===== src/rtl/signed_unsigned_arithmetic.sv =====
// signed_unsigned_arithmetic: two-stage registered a*b+c with per-transaction signedness
module signed_unsigned_arithmetic #(
    parameter int WIDTH = 4
) (
    input  logic               i_clk,
    input  logic               i_rst,
    input  logic               i_valid,
    input  logic               i_mode,
    input  logic [WIDTH-1:0]   i_a,
    input  logic [WIDTH-1:0]   i_b,
    input  logic [WIDTH-1:0]   i_c,
    output logic               o_valid,
    output logic [2*WIDTH-1:0] o_answer
);
    logic [2*WIDTH-1:0] a_ext, b_ext, c_ext, prod, addend;
    logic               stage_valid;
    // Extend operands to full width; low 2W bits of the extended product are the exact signed or unsigned product
    always_comb begin
        a_ext = i_mode ? {{WIDTH{i_a[WIDTH-1]}}, i_a} : {{WIDTH{1'b0}}, i_a};
        b_ext = i_mode ? {{WIDTH{i_b[WIDTH-1]}}, i_b} : {{WIDTH{1'b0}}, i_b};
        c_ext = i_mode ? {{WIDTH{i_c[WIDTH-1]}}, i_c} : {{WIDTH{1'b0}}, i_c};
    end
    // Stage 1: capture product and extended addend; data holds while idle
    always_ff @(posedge i_clk) begin
        if (i_rst) begin
            prod        <= '0;
            addend      <= '0;
            stage_valid <= 1'b0;
        end else begin
            stage_valid <= i_valid;
            if (i_valid) begin
                prod   <= a_ext * b_ext;
                addend <= c_ext;
            end
        end
    end
    // Stage 2: accumulate and present result; answer holds when no new data
    always_ff @(posedge i_clk) begin
        if (i_rst) begin
            o_answer <= '0;
            o_valid  <= 1'b0;
        end else begin
            o_valid <= stage_valid;
            if (stage_valid) o_answer <= prod + addend;
        end
    end
endmodule


===== config.mk =====
export PLATFORM = sky130hd
export DESIGN_NAME = signed_unsigned_arithmetic
export DESIGN_NICKNAME = d
export VERILOG_FILES = /design/src/rtl/signed_unsigned_arithmetic.sv
export SDC_FILE = /design/constraint.sdc
export NUM_CORES = 1
export LEC_CHECK = 0
export ABC_AREA = 0
export CORE_ASPECT_RATIO = 0.5
export CORE_MARGIN = 8
export CORE_UTILIZATION = 55
export DETAILED_ROUTE_END_ITERATION = 8
export PLACE_DENSITY = 0.8
export SYNTH_ARGS = -nofsm -noshare
export SYNTH_HDL_FRONTEND = slang
export SYNTH_SLANG_ARGS = --single-unit

===== constraint.sdc =====
create_clock -name i_clk -period 4.9 [get_ports i_clk]
set_clock_uncertainty 0.2 [all_clocks]
set_input_delay 0.49 -clock i_clk [delete_from_list [all_inputs] [get_ports i_clk]]
set_output_delay 0.49 -clock i_clk [all_outputs]
set_load 0.01 [all_outputs]

==> Yosys cells after proc, flatten, opt, wreduce, memory -nomap -nowiden <==
Cells that the tools add are included.
{ "totals": {"ff_bits": 26, "in_bits": 16, "output_inout_bits": 9, "elab_cells": 10} }
{ "classes": {"add_sub_neg": 1, "n_mul": 1, "n_mux": 3} }
{ "op_table": {"columns": ["op", "n"], "rows": [
  ["$mux W8", 3],
  ["$add A8 B8 Y8", 1],
  ["$mul A8 B8 Y8", 1]
]} }

==> Longest topological paths before layout <==
{ "logic_depth": {"word_depth": 2, "mapped_depth": 16, "mapped_depth_nobuf": 16} }

==> Worst setup path after synthesis <==
OpenSTA, ideal clock, no wires.
{ "synth_path": {"kind": "input to register", "start": "input i_a[2]", "end": "register prod[7]", "arrival_ns": 3.621, "required_ns": 4.621, "path_slack_ns": 1.000, "path_stages": 13, "n_path_buf": 0, "cell_sequence": "and3_1 fa_1 ha_1 fa_1 inv_1 fa_1 inv_1 ha_1 a21oi_2 xnor2_1 xnor2_1 xnor2_1 a211oi_2"} }
{ "synth_between": {"elab_chain_cells": 2} }
{ "synth_rtl": {"columns": ["element", "line", "source"], "rows": [
  ["start, declared", "9", "input logic [WIDTH-1:0] i_a,"],
  ["$mux W8", "19", "a_ext = i_mode ? {{WIDTH{i_a[WIDTH-1]}}, i_a} : {{WIDTH{1'b0}}, i_a};"],
  ["$mul A8 B8 Y8", "32", "prod <= a_ext * b_ext;"],
  ["end signal, assigned", "32", null],
  ["end, declared", "15", "logic [2*WIDTH-1:0] a_ext, b_ext, c_ext, prod, addend;"]
]} }
No other way between the ends.
A chain may end at the register's enable or synchronous reset.

==> Final worst setup path <==
{ "layout_path": {"start": "input i_mode", "end": "register prod[7]"} }
{ "layout_between": {"elab_chain_cells": 2, "word_cells_on_any_way": 3} }
{ "layout_rtl": {"columns": ["element", "line", "source"], "rows": [
  ["start, declared", "8", "input logic i_mode,"],
  ["$mux W8 (on tied branches)", "19, 20", null],
  ["$mul A8 B8 Y8 (*)", "32", null]
]} }
Every way passes the cells marked *; elsewhere a longest branch is shown, timed or not.

==> summary.txt <==
Outcome -> complete, no violations
Int Pwr -> 368 uW
Mapped Cells -> 207
Pin count of the biggest net entering global routing -> 25
Via density per instance -> 5.15
DP Worst Slack -> 0.222 ns
Worst Path Max Fanout -> 8
Post-synth cell types -> 36
Slew @ Worst Pin -> 0.886 ns
Final period util -> 0.898
Clk_lat worst skew -> 0.26 ns
Leakage power -> 1.04 nW
Pre-antenna DRT Iters -> 4
Die width -> 99.1 um
Logic pwr share -> 0.395
RSZ-0062 raised after global routing -> no
Top delay family on crit path -> adder cells
Worst slew margin relative to its limit -> 0.407
Max-slew violation count -> 0
Crit Path Class -> in2reg
Die area -> 0.00570 mm^2
Most frequent cells in the layout -> inv_1 (33), clkdlybuf4s50_1 (24), ha_1 (23), dfxtp_1 (23), nor2_1 (17)
Die height -> 57.6 um
CP max stage cell -> clkdlybuf4s50_1
Top Ports -> 25
Most common cell on crit path -> fa_1
CTS Buf Count -> 3
Mux cell area share after synthesis -> 0.0632
P per Cell Area -> 247 mW/mm^2
CTS-repair resized insts -> 0
Post-synthesis simple-gate area fraction -> 0.159
Fillcell total -> 280
Synth warn -> 0
Post-Place Cells -> 268
CP Cell Sequence -> clkdlybuf4s50_1 -> nand3_1 -> fa_1 -> inv_1 -> fa_1 -> fa_1 -> inv_1 -> fa_1 -> inv_1 -> ha_1 -> a21oi_2 -> xnor2_1 -> xnor2_1 -> xnor2_1 -> a211oi_2
Worst Hold Class -> reg2reg
Post-synthesis net count -> 259
Hold slack final -> 0.287 ns
Site Rows -> 15
Area share of fa/ha/maj cells after synthesis -> 0.289
Post-CTS Setup Inserts -> 0
Seq/Total Area, Yosys -> 0.242
GR Util All Layers -> 0.133
Setup Total Neg Slack -> 0 ns
Initial DRC count -> 40
Crit path DAT -> 4.37 ns
Combinational family with the most area after synthesis -> adder cells
CTS H-Tree Depth -> 1
Final setup vio count -> 0
Worst vdd ir -> 0.0957 mV
Final Hold Fails -> 0
Peak Freq -> 227 MHz
Hold-fix buffer count after cts -> 0
Drt wl/cell -> 12.8 um
Power Total -> 544 uW
Port Buffers -> 24
Final instance area -> 0.00220 mm^2
PnR worst setup slack -> 0.501 ns
Gr ovfl total -> 0
Final core area utilization -> 0.651
Routed WL -> 3.48 mm
Share of cells above drive strength 1 -> 0.0435
Core ar. -> 0.00338 mm^2
Commonest non-fill, non-tap cell in the layout -> inv_1
Via count -> 1402
CTS tree -> built
First-pass GRT wire length -> 6.37 mm
XOR/XNOR share of the synthesized area -> 0.0738
Clock transition at the registers of the reported paths -> 0.08 ns
Max-cap check violation count -> 0
Starting Density -> 0.562
CTS root buf -> clkbuf_8
Seq pwr share -> 0.398
Antenna diode count -> 0
Synth Register Bits -> 23
Worst Setup Start Kind -> input pin
Syn-to-layout area delta -> 15.7%
Compound-Gate Fraction of Synth Area -> 0.0876
Post-Layout Cell Count -> 272
Antenna Violating Nets Remaining -> 0
Antenna violations before repair -> 0
Drc violations -> 0
Maximum root-to-sink buffer count -> 2
CP bufs+invs -> 4
CP Data Required Time -> 4.87 ns
Vias in the first global route -> 1434
Cell Area, Synth -> 0.00190 mm^2
Clk pwr share -> 0.208
Post-detail-place hpwl -> 2.85 mm
DP Area -> 0.00215 mm^2
Final #Nets -> 283
CP endpoint kind -> flip-flop
Tmin final -> 4.40 ns
NetSw -> 175 uW
Synthesized area per cell -> 9.18 um^2
Gpl congestion -> 0.840
CP max stage delay -> 0.60 ns
CTS sink count -> 23
Switching part of the total -> 0.322
==> Yosys cell counts (all sizes together) <==
cell type / n / area, um^2
fa: 13 / 260
nor2b: 2 / 12.5
a21oi: 8 / 43.8
nor3: 2 / 10.0
a21boi: 1 / 7.51
nand3: 8 / 40.0
clkbuf: 1 / 3.75
nand2b: 2 / 12.5
o21ai: 5 / 25.0
or4: 1 / 7.51
nand2: 3 / 11.3
buf: 4 / 35.0
dfxtp: 23 / 460
o21a: 1 / 7.51
nand4: 1 / 6.26
a21o: 4 / 30.0
xnor2: 14 / 123
xor2: 2 / 17.5
o211ai: 1 / 7.51
nor4: 2 / 12.5
and3: 5 / 32.5
and2: 13 / 85.1
o311ai: 1 / 8.76
mux2i: 12 / 120
nor2: 17 / 63.8
nor3b: 1 / 7.51
a31o: 1 / 8.76
inv: 33 / 124
ha: 23 / 288
a211oi: 3 / 27.5
==> worst reg2reg max path, stage by stage, from the launching register on <==
cell      delay, ns
dfxtp_1        0.35
ha_1           0.18
inv_1          0.07
fa_1           0.40
nor2b_1        0.11
o21ai_0        0.10
a21boi_0       0.25
o21a_1         0.15
o21ai_0        0.07
o311ai_0       0.09
==> routing by layer <==
layer | vias to the layer above | wire length, um | GRT usage | share of wire
li1 | 731 | - | - | -
met1 | 639 | 1710 | 0.165 | 0.49
met2 | 30 | 1540 | 0.228 | 0.44
met3 | 2 | 209 | 0.0339 | 0.060
met4 | 0 | 22 | 0.0256 | 0.0063
met5 | - | 0 | 0 | 0
==> final timing paths <==
kind | start | end | slack (ns) | cells past startpoint
hold reg to reg | o_answer[1] | o_answer[1] | 0.29 | 2
setup reg to reg | prod[0] | o_answer[6] | 2.84 | 9
hold / removal | o_answer[1] | o_answer[1] | 0.29 | 2
setup / recovery | i_mode | prod[7] | 0.50 | 15
==> sequential cells by signal (all words and copies together) (netlist names) <==
| register | flops |
|---|---|
| addend | 5 |
| stage_valid | 1 |
| o_answer | 8 |
| prod | 8 |
| o_valid | 1 |
==> cell type report <==
cell class,instances,area [um^2],share of cell area
multi-input combinational,146,1280,0.581
sequential,23,460,0.209
clock buffer,4,45.0,0.0205
tap,42,52.6,0.0239
timing repair buffer,24,240,0.109
inverter,33,124,0.0563
==> power by group through the flow <==
stage,combinational (mW),clock (mW),sequential [mW]
after floorplan,0.160,0,0.219
after global placement,0.206,0,0.220
after detailed placement,0.214,0,0.220
after CTS,0.216,0.118,0.216
after global routing,0.244,0.126,0.219
final,0.215,0.113,0.216
==> logic make-up after synthesis <==
| group | Yosys count |
|---|---|
| AO/OA/AOI/OAI | 25 |
| XOR/XNOR | 16 |
| adder cells (fa/ha/maj) | 36 |
| buffers and inverters | 38 |
| flip-flops | 23 |
| multiplexers | 12 |
| AND/OR/NAND/NOR | 57 |
Note: power is estimated with default switching activity, not from simulation.
